--- src/rtl/fb_triple_buffer_sched.sv ---
// Triple-buffer scheduler handing frame base addresses to a stream writer and a scan-out reader.
// Optional FB_STATS_EN adds saturating drop_cnt / repeat_cnt statistics outputs.
module fb_triple_buffer_sched #(
    parameter int              ADDR_W      = 32,
    parameter logic [ADDR_W-1:0] BUF_BASE    = 'h0000_0000,
    parameter logic [ADDR_W-1:0] FRAME_BYTES = 'h0009_6000
) (
    input  logic              clk,
    input  logic              reset,
    input  logic              enable,
    input  logic              wr_req,
    input  logic              wr_done,
    output logic              wr_ack,
    output logic [ADDR_W-1:0] wr_base,
    input  logic              rd_req,
    output logic              rd_ack,
    output logic [ADDR_W-1:0] rd_base,
    output logic              pend_valid,
`ifdef FB_STATS_EN
    output logic [15:0]       drop_cnt,
    output logic [15:0]       repeat_cnt,
`endif
    output logic              wr_state_dbg
);

    // Handshake: every request is a one-cycle pulse; the matching ack is a
    // one-cycle pulse on the next cycle with its base already valid.

    typedef enum logic [0:0] {W_IDLE = 1'b0, W_ACTIVE = 1'b1} wstate_t;

    localparam logic [ADDR_W-1:0] BASE0 = BUF_BASE;
    localparam logic [ADDR_W-1:0] BASE1 = BUF_BASE + FRAME_BYTES;
    localparam logic [ADDR_W-1:0] BASE2 = BUF_BASE + FRAME_BYTES + FRAME_BYTES;

    function automatic logic [ADDR_W-1:0] base_of(input logic [1:0] idx);
        case (idx)
            2'd1:    base_of = BASE1;
            2'd2:    base_of = BASE2;
            default: base_of = BASE0;
        endcase
    endfunction

    wstate_t           st_q, st_d;
    logic [1:0]        w_idx_q, w_idx_d, r_idx_q, r_idx_d, p_idx_q, p_idx_d;
    logic              p_valid_q, p_valid_d;
    logic              wr_ack_q, wr_ack_d, rd_ack_q, rd_ack_d;
    logic [ADDR_W-1:0] wr_base_q, wr_base_d, rd_base_q, rd_base_d;
`ifdef FB_STATS_EN
    logic [15:0]       drop_cnt_q, drop_cnt_d, repeat_cnt_q, repeat_cnt_d;
`endif

    always_comb begin
        st_d      = st_q;
        w_idx_d   = w_idx_q;
        r_idx_d   = r_idx_q;
        p_idx_d   = p_idx_q;
        p_valid_d = p_valid_q;
        wr_ack_d  = 1'b0;
        rd_ack_d  = 1'b0;
        wr_base_d = wr_base_q;
        rd_base_d = rd_base_q;
`ifdef FB_STATS_EN
        drop_cnt_d   = drop_cnt_q;
        repeat_cnt_d = repeat_cnt_q;
`endif
        if (!enable) begin
            // Single-buffer mode: a frame started here must never complete into the ring.
            p_valid_d = 1'b0;
            if (wr_req) begin
                st_d      = W_IDLE;
                wr_ack_d  = 1'b1;
                wr_base_d = BASE0;
            end
            if (rd_req) begin
                rd_ack_d  = 1'b1;
                rd_base_d = BASE0;
            end
        end else begin
            // Order matters: writer completion, then reader swap, then writer restart.
            if (wr_done && st_q == W_ACTIVE) begin
`ifdef FB_STATS_EN
                if (p_valid_q && drop_cnt_q != 16'hFFFF) drop_cnt_d = drop_cnt_q + 16'd1;
`endif
                w_idx_d   = p_idx_q;
                p_idx_d   = w_idx_q;
                p_valid_d = 1'b1;
                st_d      = W_IDLE;
            end
            if (rd_req) begin
                if (p_valid_d) begin
                    r_idx_d   = p_idx_d;
                    p_idx_d   = r_idx_q;
                    p_valid_d = 1'b0;
                end else begin
`ifdef FB_STATS_EN
                    if (repeat_cnt_q != 16'hFFFF) repeat_cnt_d = repeat_cnt_q + 16'd1;
`endif
                end
                rd_ack_d  = 1'b1;
                rd_base_d = base_of(r_idx_d);
            end
            if (wr_req) begin
                st_d      = W_ACTIVE;
                wr_ack_d  = 1'b1;
                wr_base_d = base_of(w_idx_d);
            end
        end
    end

    always_ff @(posedge clk) begin
        if (reset) begin
            st_q      <= W_IDLE;
            r_idx_q   <= 2'd0;
            w_idx_q   <= 2'd1;
            p_idx_q   <= 2'd2;
            p_valid_q <= 1'b0;
            wr_ack_q  <= 1'b0;
            rd_ack_q  <= 1'b0;
            wr_base_q <= BASE1;
            rd_base_q <= BASE0;
`ifdef FB_STATS_EN
            drop_cnt_q   <= 16'd0;
            repeat_cnt_q <= 16'd0;
`endif
        end else begin
            st_q      <= st_d;
            r_idx_q   <= r_idx_d;
            w_idx_q   <= w_idx_d;
            p_idx_q   <= p_idx_d;
            p_valid_q <= p_valid_d;
            wr_ack_q  <= wr_ack_d;
            rd_ack_q  <= rd_ack_d;
            wr_base_q <= wr_base_d;
            rd_base_q <= rd_base_d;
`ifdef FB_STATS_EN
            drop_cnt_q   <= drop_cnt_d;
            repeat_cnt_q <= repeat_cnt_d;
`endif
        end
    end

    assign wr_ack       = wr_ack_q;
    assign wr_base      = wr_base_q;
    assign rd_ack       = rd_ack_q;
    assign rd_base      = rd_base_q;
    assign pend_valid   = p_valid_q;
    assign wr_state_dbg = st_q;
`ifdef FB_STATS_EN
    assign drop_cnt     = drop_cnt_q;
    assign repeat_cnt   = repeat_cnt_q;
`endif

endmodule

--- config.mk ---
export PLATFORM = sky130hd
export DESIGN_NAME = fb_triple_buffer_sched
export DESIGN_NICKNAME = d
export VERILOG_FILES = /design/src/rtl/fb_triple_buffer_sched.sv
export SDC_FILE = /design/constraint.sdc
export NUM_CORES = 1
export LEC_CHECK = 0
export BUFFER_PORTS_ARGS = -buffer_cell sky130_fd_sc_hd__buf_2
export CAP_MARGIN = 20
export CORE_MARGIN = 1
export CORE_UTILIZATION = 30
export DETAILED_ROUTE_END_ITERATION = 8
export MAX_ROUTING_LAYER = met4
export SKIP_CTS_REPAIR_TIMING = 1
export SYNTH_ARGS = -nofsm -noshare
export SYNTH_HDL_FRONTEND = slang
export SYNTH_SLANG_ARGS = --single-unit
--- constraint.sdc ---
create_clock -name clk -period 2.25 [get_ports clk]
set_input_delay 0.1125 -clock clk [delete_from_list [all_inputs] [get_ports clk]]
set_output_delay 0.1125 -clock clk [all_outputs]
set_load 0.02 [all_outputs]
Word level (Yosys, flattened, before mapping) --
Cells that the tools add are included.
Word-level totals: register bits after elaboration 74, output and inout bits 68, bits of input ports 6
Operators by class: bitwise logic cells 1, equal/unequal tests 4, reduce and logical (&&, ||, !) cells 6, muxes and demuxes 24
Operators with widths (count):
- two-way mux 32 bit | 6
- case mux 21 bit (2 select lines) | 2
- two-way mux 2 bit | 8
- two-way mux 1 bit | 8
- == test 2 x 1 -> 1 bit (second input constant) | 2
- == test 2 bit (second input constant) | 2
- AND reduction 2 bit | 2
- nonzero test 2 bit | 2
- OR reduction 3 bit | 1
- logical AND 1 bit | 1
- NOT 1 bit | 1

Logic depth before layout (Yosys ltp) --
Gate-level depths: netlist (run 1).
word-level depth 10, mapped depth 7, depth with buffers taken out 6

Least setup slack after synthesis (run 1) --
OpenSTA, ideal clock, no wires.
path type register -> register, start register p_valid_q, in the netlist pend_valid, end register rd_base_q[14], in the netlist rd_base[14], buffers on the path 0, stages on the path, launching flop included 7, data required time 2.123 ns, period minus slack after synthesis 1.682 ns, slack 0.568 ns, data arrival time 1.555 ns, cell sequence dfxtp_1 mux2_1 a21oi_2 inv_1 ha_1 o22ai_1 nor2b_1
Between the ends: word-level cells in the longest chain between the ends 9, elaborated cells on any way between the ends 10, those cells by class eq/ne (2); mux (8)
Ends and longest elaborated chain:
- start: declaration | line 45 | logic p_valid_q, p_valid_d;
- start signal: assignment | line 130 | p_valid_q <= p_valid_d;
- two-way mux 1 bit * | line 80 | if (wr_done && st_q == W_ACTIVE) begin
- two-way mux 1 bit * | line 66 | if (!enable) begin
- two-way mux 2 bit * | line 90 | if (p_valid_d) begin
- two-way mux 2 bit * | line 89 | if (rd_req) begin
- two-way mux 2 bit * | line 66
- == test 2 bit or == test 2 x 1 -> 1 bit (tied branches) | line 36 | case (idx)
- case mux 21 bit (2 select lines) * | line 36
- two-way mux 32 bit * | line 89
- two-way mux 32 bit * | line 66
- end signal: assignment | line 134 | rd_base_q <= rd_base_d;
- end: declaration | line 47 | logic [ADDR_W-1:0] wr_base_q, wr_base_d, rd_base_q, rd_base_d;
Mark *: on every way between the ends. The rest lies on a longest branch, timed or not. The select of a mux whose other input is x is not followed. A chain may end at the register's enable or synchronous reset.

Final worst setup path (run 1) --
Ends and elaborated chain as after synthesis.

==> flow_summary.yaml, run 1 <==
timing:
  period_needed_ns: 1.634
  fin_crit_sh: 0.7264
  setup_tns_ns: 0
  max_freq_mhz: 611.8
  hold_viol: 0
  setup_viol: 0
  rsz0062_at_grt: "no"
  whs_ns: 0.1307
  finalClockSkew_ns: 0.004078
  timing.final.max_slew_violations: 0
routing:
  vias: 785
  drt_iter0_markers: 61
  wl_per_cell_um: 8.194
  dr.pass1.iters: 4
  postRouteAntennaNets: 0
  avgViaCountPerCell: 3.811
  drc_errors: 0
  finalWirelength_um: 1688
global_route:
  grt_max_degree: 19
  gr-usage-met2: 0.1149
  use_met1: 0.1088
  antenna_found_initial: 0
  grt_use_total: 0.07997
  grt_use_met3: 0.005137
  grt_pass1_wl_um: 2684
  top_usage_layer: "met2"
  grt_overflow: 0
  grt_pass1_vias: 599
synth:
  avgSynthCellArea_um2: 8.698
  synth_area_leaders: "buf_4 35%, dfxtp_1 26%, ha_1 4.0%"
  synth-seq-cells: 16
  async_flop_share: 0
  synth_top_area_cell: "buf_4"
  synth_edf_count: 0
  syn_inst: 144
  ys_types: 33
  seq_area_frac_synth: 0.2557
  synth_common_cells: "59 x buf_4, 16 x dfxtp_1, 8 x a21oi_1, 8 x inv_1, 6 x nand3_1"
  synth_ff_type: "dfxtp_1"
  synth_top_area_frac: 0.3536
  syn_area_um2: 1252
  synth_most_common_cell: "buf_4"
  yosysWarnings: 0
floorplanning:
  rows: 23
  initial_core_util: 0.3131
  die_h_um: 66.61
  die_area_um2: 4437
  core-area_um2: 4000
  pin_count: 74
  die_w_um: 66.61
power_and_ir_drop:
  power_density_nw_per_um2: 554.2
  power.total_uw: 661.5
  peakVddDrop_mv: 0.1352
  p_leak_nw: 0.6415
critical_path:
  slowest_delay_ns: 0.44
  path_buf_inv: 1
  path_class: "register to register"
  critical_path.top_delay_family: "flip-flops"
  cp.required_ns: 2.37
  crit_path_start: "pend_valid"
  cp_slowest_cell: "dfxtp_1"
  crit_chain: "mux2_1 > a21oi_2 > inv_1 > ha_1 > o22ai_1 > nor2b_1"
  timing.rr.start: "pend_valid"
  reg2reg_to: "rd_base[14]"
  reg2regPathDepth: 6
  start_kind: "register"
  crit_arrival_ns: 1.76
  cp_max_fo: 6
  path_depth: 6
  cp-end-kind: "register"
  worst-r2r-setup-slack_ns: 0.62
  endpoint: "rd_base[14]"
clock_tree:
  cts_buffers: 3
  clkSinkCount: 16
  cts.clk_slew.worst_paths_ns: 0.06
  cts-root-buf: "clkbuf_8"
  cts_tree: "done"
  cts_max_level: 1
  max-clock-path-buffers: 2
  clkLatencyLatePin_ns: 0.24
layout:
  drive_gt1_frac: 0.2244
  layout.nets: 168
  num-fill-cells: 440
  areaGrowthSynthToFinish_pct: -4.696
  postLayoutCoreUtil: 0.2984
  post_layout_nonfiller_instances: 206
  diodes: 0
run_status:
  status: "complete, no violations"
place:
  gp_congestion: 0.7041
  dp_hpwl_um: 1310
  dp_cells: 203
  io_buffers: 23
run:
  cap_violations: 0
min_path:
  hold_class: "primary input to register"
-- layout by cell type, fill, tap and decap left out, types with 2 or more instances in the layout --
master and n:
mux2i_1 4, nor2_1 2, clkbuf_8 3, ha_1 4, o31ai_2 3, nand3_1 6
nand3b_1 2, conb_1 50, buf_2 23, a21oi_1 8, dfxtp_1 16, nand2_1 5
inv_1 8, nor2b_1 2, nand2b_1 3
-- how the worst min path moves through the flow --
stage / from / endpoint / slack (ns) / cells past startpoint
2_1_floorplan: wr_req / wr_base[19] / 0.24 / 2
3_3_place_gp: wr_req / wr_base[19] / 0.39 / 3
3_5_place_dp: wr_req / wr_base[19] / 0.38 / 3
4_1_cts: wr_req / wr_base[19] / 0.13 / 3
5_1_grt: wr_req / wr_base[19] / 0.17 / 3
6_report: wr_req / wr_base[19] / 0.13 / 3
-- per-layer routing --
layer / up-vias / part of all wire
li1: 389 / -
met1: 353 / 0.47
met2: 41 / 0.45
met3: 2 / 0.062
met4: 0 / 0.014
met5: - / 0
-- registers in the layout, summed over array words and instances, names as in the netlist --
signal / cells
pend_valid: 1
wr_state_dbg: 1
w_idx_q: 2
p_idx_q: 2
rd_ack: 1
rd_base: 3
wr_ack: 1
r_idx_q: 2
wr_base: 3
-- worst min-delay path: stages --
cell     delay (ns)
buf_2          0.11
nand3_1        0.07
nand2_1        0.05
-- logic make-up after synthesis --
family | share of synthesized area
adders and majority gates | 0.03996
AOI/OAI and AO/OA | 0.1239
muxes | 0.07092
DFF | 0.2557
other | 0.002994
and+or+nand+nor | 0.1139
buffers and inverters | 0.3926
-- report_power, final --
group / leakage, nW / total [mW] / internal, mW / switching [mW]
Sequential: 0.131 / 0.302 / 0.293 / 0.00876
Combinational: 0.489 / 0.150 / 0.0293 / 0.121
Clock: 0.0216 / 0.209 / 0.118 / 0.0908
-- through the flow --
| stage | worst slack (ns) | area (µm²) |
|---|---|---|
| after detailed placement | 0.6156 | 1152 |
| after floorplan | 0.5679 | 1436 |
| after global placement | 0.6476 | 1152 |
| after global routing | 0.4562 | 1194 |
| final | 0.6155 | 1194 |
| after CTS | 0.6097 | 1194 |
-- layout make-up --
cell class,count,area (µm²),area share
Clock buffer,3,41.29,0.03459
Inverter,8,30.03,0.02516
Multi-Input combinational cell,106,624.3,0.5231
Sequential cell,16,320.3,0.2683
Tap cell,50,62.56,0.05241
Timing Repair Buffer,23,115.1,0.09644
No activity file was read; power rests on OpenSTA's default activity.
==> run 2, diff against run 1 <==
- clock period: 2.25 -> 1.35 ns (I/O delays scaled with it)
==> flow_summary.yaml, run 2 (synthesis gave the netlist of run 1 again) <==
power_and_ir_drop:
  pwr-share-seq: 0.415
  p_comb_frac: 0.229
  power_density_nw_per_um2: 913.3
  switching_share: 0.3249
  peakVddDrop_mv: 0.2911
  power_frac_clock: 0.356
  p_leak_nw: 0.6903
  power_switching_uw: 389.1
  intPower_uw: 808.5
critical_path:
  cp_max_fo: 3
  crit_chain: "mux2_4 > a21oi_4 > inv_1 > ha_1 > o22ai_1 > nor2b_2"
  path_class: "register to register"
  crit_path_start: "pend_valid"
  path_buf_inv: 1
  timing.rr.start: "pend_valid"
  reg2regPathDepth: 6
  cp.required_ns: 1.49
  slowest_delay_ns: 0.36
  path_depth: 6
  critical_path.top_delay_family: "flip-flops"
  cp-end-kind: "register"
  cp_slowest_cell: "dfxtp_4"
  crit_arrival_ns: 1.57
  start_kind: "register"
clock_tree:
  cts_tree: "done"
  cts_max_level: 1
  max-clock-path-buffers: 2
  cts_buffers: 3
  cts.clk_slew.worst_paths_ns: 0.06
  cts-root-buf: "clkbuf_8"
  clkLatencyLatePin_ns: 0.25
  clkSinkCount: 16
place:
  gp_congestion: 0.7586
  dp_cells: 212
  io_buffers: 23
  dp_hpwl_um: 1429
  post_dp_cell_area_um2: 1236
routing:
  dr.pass1.iters: 4
  drt_iter0_markers: 84
  avgViaCountPerCell: 3.839
  wl_per_cell_um: 8.558
  postRouteAntennaNets: 0
  vias: 833
  drc_errors: 0
  finalWirelength_um: 1857
layout:
  num-fill-cells: 422
  final_common_cell: "conb_1"
  design_area_um2: 1311
  post_layout_nonfiller_instances: 217
  layout.nets: 178
  drive_gt1_frac: 0.3174
  areaGrowthSynthToFinish_pct: 4.696
  final_cell_mix: "50 x conb_1, 23 x buf_2, 14 x dfxtp_1"
  diodes: 0
global_route:
  antenna_found_initial: 0
  grt_overflow: 0
  grt_pass1_wl_um: 2739
  grt_pass1_vias: 631
  grt_max_degree: 19
  grt_use_total: 0.08205
floorplanning:
  core-area_um2: 4000
  die_h_um: 66.61
  rows: 23
  die_area_um2: 4437
  die_w_um: 66.61
  pin_count: 74
  initial_core_util: 0.3131
timing:
  hold_viol: 0
  setup_viol: 1
  fin_crit_sh: 1.061
  period_needed_ns: 1.433
  rsz0062_at_grt: "yes"
  timing.final.max_slew_violations: 0
  max_freq_mhz: 697.9
  finalClockSkew_ns: 0.0004503
  fin_ws_ns: -0.08297
min_path:
  holdPathStages: 3
  worst_hold_startpoint: "wr_req"
  hold_class: "primary input to register"
run:
  cap_violations: 0
run_status:
  status: "complete, but fails checks"
  violations: "negative setup slack"
[run 2: changes by cell type in the layout (fill, tap and decap cells not counted), moves of 2 or more]
cell | before | now
mux2i_1 | 4 | 2
dfxtp_1 | 16 | 14
mux2i_2 | 0 | 2
buf_4 | 0 | 10
[run 2: power by group through the flow]
stage               Combinational [mW]  Sequential, mW  Clock (mW)
floorplan                        0.323           0.522           0
global placement                 0.267           0.508           0
detailed placement               0.267           0.508           0
CTS                              0.267           0.498       0.444
global route                     0.298           0.500       0.460
finish                           0.274           0.498       0.426
[run 2: worst paths after layout]
check / endpoint / slack [ns]
worst max-delay path: rd_base[14] / -0.08
worst min-delay path: wr_base[19] / 0.1
worst max register to register: rd_base[14] / -0.08
worst min register to register: wr_base[14] / 0.49
[run 2: cell type report]
type	instances	area [µm²]	share of cell area
multi-input combinational	106	648.1	0.4943
sequential	16	325.3	0.2481
timing repair buffer	33	190.2	0.1450
tap	50	62.56	0.04771
clock buffer	4	55.05	0.04198
inverter	8	30.03	0.02290
[run 2: tightest hold or removal path, cell delays in order]
cell     delay, ns
buf_2         0.11
nand3_1       0.08
nand2_1       0.05
[run 2: stage by stage]
step / setup WS [ns] / utilization / hold slack [ns] / power, mW / setup TNS, ns
global placement: -0.04183 / 0.3090 / 0.3439 / 0.7744 / -0.04183
detailed placement: -0.05164 / 0.3090 / 0.3495 / 0.7756 / -0.05164
floorplan: -0.1135 / - / 0.1988 / 0.8446 / -0.1190
finish: -0.08297 / 0.3278 / 0.09667 / 1.198 / -0.08297
CTS: -0.07358 / 0.3228 / 0.08457 / 1.208 / -0.07358
global route: -0.1464 / 0.3278 / 0.1112 / 1.258 / -0.2218
[run 2: routing by layer]
layer  share of wire  track usage  vias to the layer above
met5               0            -                        -
met4               0      0.04787                        0
met1            0.43      0.09714                      376
li1                -            -                      414
met2            0.51       0.1326                       43
met3           0.057      0.01027                        0
==> run 3, diff against run 2 <==
- REMOVE_ABC_BUFFERS: default -> 1
==> flow_summary.yaml, run 3 (synthesis gave the netlist of run 1 again) <==
run_status:
  status: "complete, but fails checks"
  violations: "negative setup slack"
power_and_ir_drop:
  peakVddDrop_mv: 0.3127
  power_switching_uw: 397.8
  switching_share: 0.3291
  p_leak_nw: 0.6995
  p_comb_frac: 0.232
  intPower_uw: 811.0
  power_density_nw_per_um2: 894.5
  power_frac_clock: 0.356
  pwr-share-seq: 0.412
floorplanning:
  rows: 23
  die_w_um: 66.61
  die_area_um2: 4437
  core-area_um2: 4000
  die_h_um: 66.61
  pin_count: 74
  initial_core_util: 0.3131
global_route:
  grt_pass1_vias: 711
  grt_overflow: 0
  grt_use_total: 0.09978
  grt_pass1_wl_um: 3215
  antenna_found_initial: 0
  grt_max_degree: 19
critical_path:
  endpoint: "rd_base[14]"
  reg2regPathDepth: 6
  crit_path_start: "pend_valid"
  reg2reg_to: "rd_base[14]"
  path_class: "register to register"
  start_kind: "register"
  crit_arrival_ns: 1.56
  worst-r2r-setup-slack_ns: -0.07
  cp.required_ns: 1.49
  cp_max_fo: 4
  timing.rr.start: "pend_valid"
  cp-end-kind: "register"
clock_tree:
  cts-root-buf: "clkbuf_8"
  cts_max_level: 1
  cts_tree: "done"
  clkSinkCount: 16
  cts.clk_slew.worst_paths_ns: 0.06
  max-clock-path-buffers: 2
  cts_buffers: 3
  clkLatencyLatePin_ns: 0.25
timing:
  hold_viol: 0
  whs_ns: 0.08635
  rsz0062_at_grt: "yes"
  fin_ws_ns: -0.07236
  period_needed_ns: 1.422
  finalClockSkew_ns: 0.001298
  setup_viol: 2
  max_freq_mhz: 703.1
  fin_crit_sh: 1.054
  timing.final.max_slew_violations: 0
layout:
  final_cell_mix: "50 x conb_1, 23 x buf_2, 14 x dfxtp_1"
  regArea_um2: 327.8
  multi_input_area_um2: 670.6
  diodes: 0
  final_common_cell: "conb_1"
  areaGrowthSynthToFinish_pct: 7.892
  post_layout_nonfiller_instances: 219
  num-fill-cells: 432
  drive_gt1_frac: 0.3314
  postLayoutCoreUtil: 0.3378
  layout.nets: 180
routing:
  wl_per_cell_um: 9.183
  routed-wl-met3_um: 102
  drc_errors: 0
  vias: 852
  dr.pass1.iters: 4
  postRouteAntennaNets: 0
  finalWirelength_um: 2011
  drt_iter0_markers: 46
  wl_met1_um: 841
  routed.top_layer: "met4"
  avgViaCountPerCell: 3.890
  route.met2.wl_um: 1017
run:
  cap_violations: 0
place:
  dp_hpwl_um: 1471
  gp_congestion: 0.7107
  dp_cells: 212
  io_buffers: 23
min_path:
  hold_class: "primary input to register"
-- run 3: power groups by stage --
stage          registers (mW)  logic (mW)  clock network, mW
6_report                0.498       0.280              0.430
4_1_cts                 0.500       0.266              0.442
5_1_grt                 0.500       0.310              0.464
2_1_floorplan           0.533       0.176                  0
3_5_place_dp            0.510       0.264                  0
3_3_place_gp            0.509       0.265                  0
-- run 3: worst min path at each step --
stage / cells past startpoint / startpoint / end / slack [ns]
global route: 3 / wr_req / wr_base[19] / 0.11
CTS: 3 / wr_req / wr_base[19] / 0.09
detailed placement: 3 / wr_req / wr_base[19] / 0.35
finish: 3 / wr_req / wr_base[19] / 0.09
floorplan: 1 / reset / wr_ack / 0.13
global placement: 3 / wr_req / wr_base[19] / 0.34
-- run 3: layout make-up --
| type | instances | area share |
|---|---|---|
| multi-input combinational | 106 | 0.4963 |
| sequential | 16 | 0.2426 |
| timing repair buffer | 35 | 0.1519 |
| tap | 50 | 0.04630 |
| clock buffer | 4 | 0.04074 |
| inverter | 8 | 0.02222 |
-- run 3: metal layers --
layer	global-route usage	up-vias
met2	0.1717	42
met3	0.01027	5
met1	0.1119	387
met4	0.05585	0
met5	-	-
li1	-	418
-- run 3: metrics by stage --
stage                     TNS, ns  cell area (µm²)  setup slack [ns]  total power, mW
final                     -0.1287             1351          -0.07236            1.209
after global placement    -0.2392             1220           -0.1533           0.7735
after CTS                 -0.4248             1275           -0.2035            1.208
after floorplan           -0.7327            974.7           -0.3189           0.7088
after global routing      -0.2523             1351           -0.1203            1.274
after detailed placement  -0.3391             1220           -0.1812           0.7743
-- run 3: worst max-delay path: stages, from the launching register on --
cell,delay (ns)
dfxtp_4,0.37
mux2_4,0.31
a21oi_4,0.14
inv_2,0.06
ha_4,0.25
o22ai_2,0.04
nor2b_1,0.13
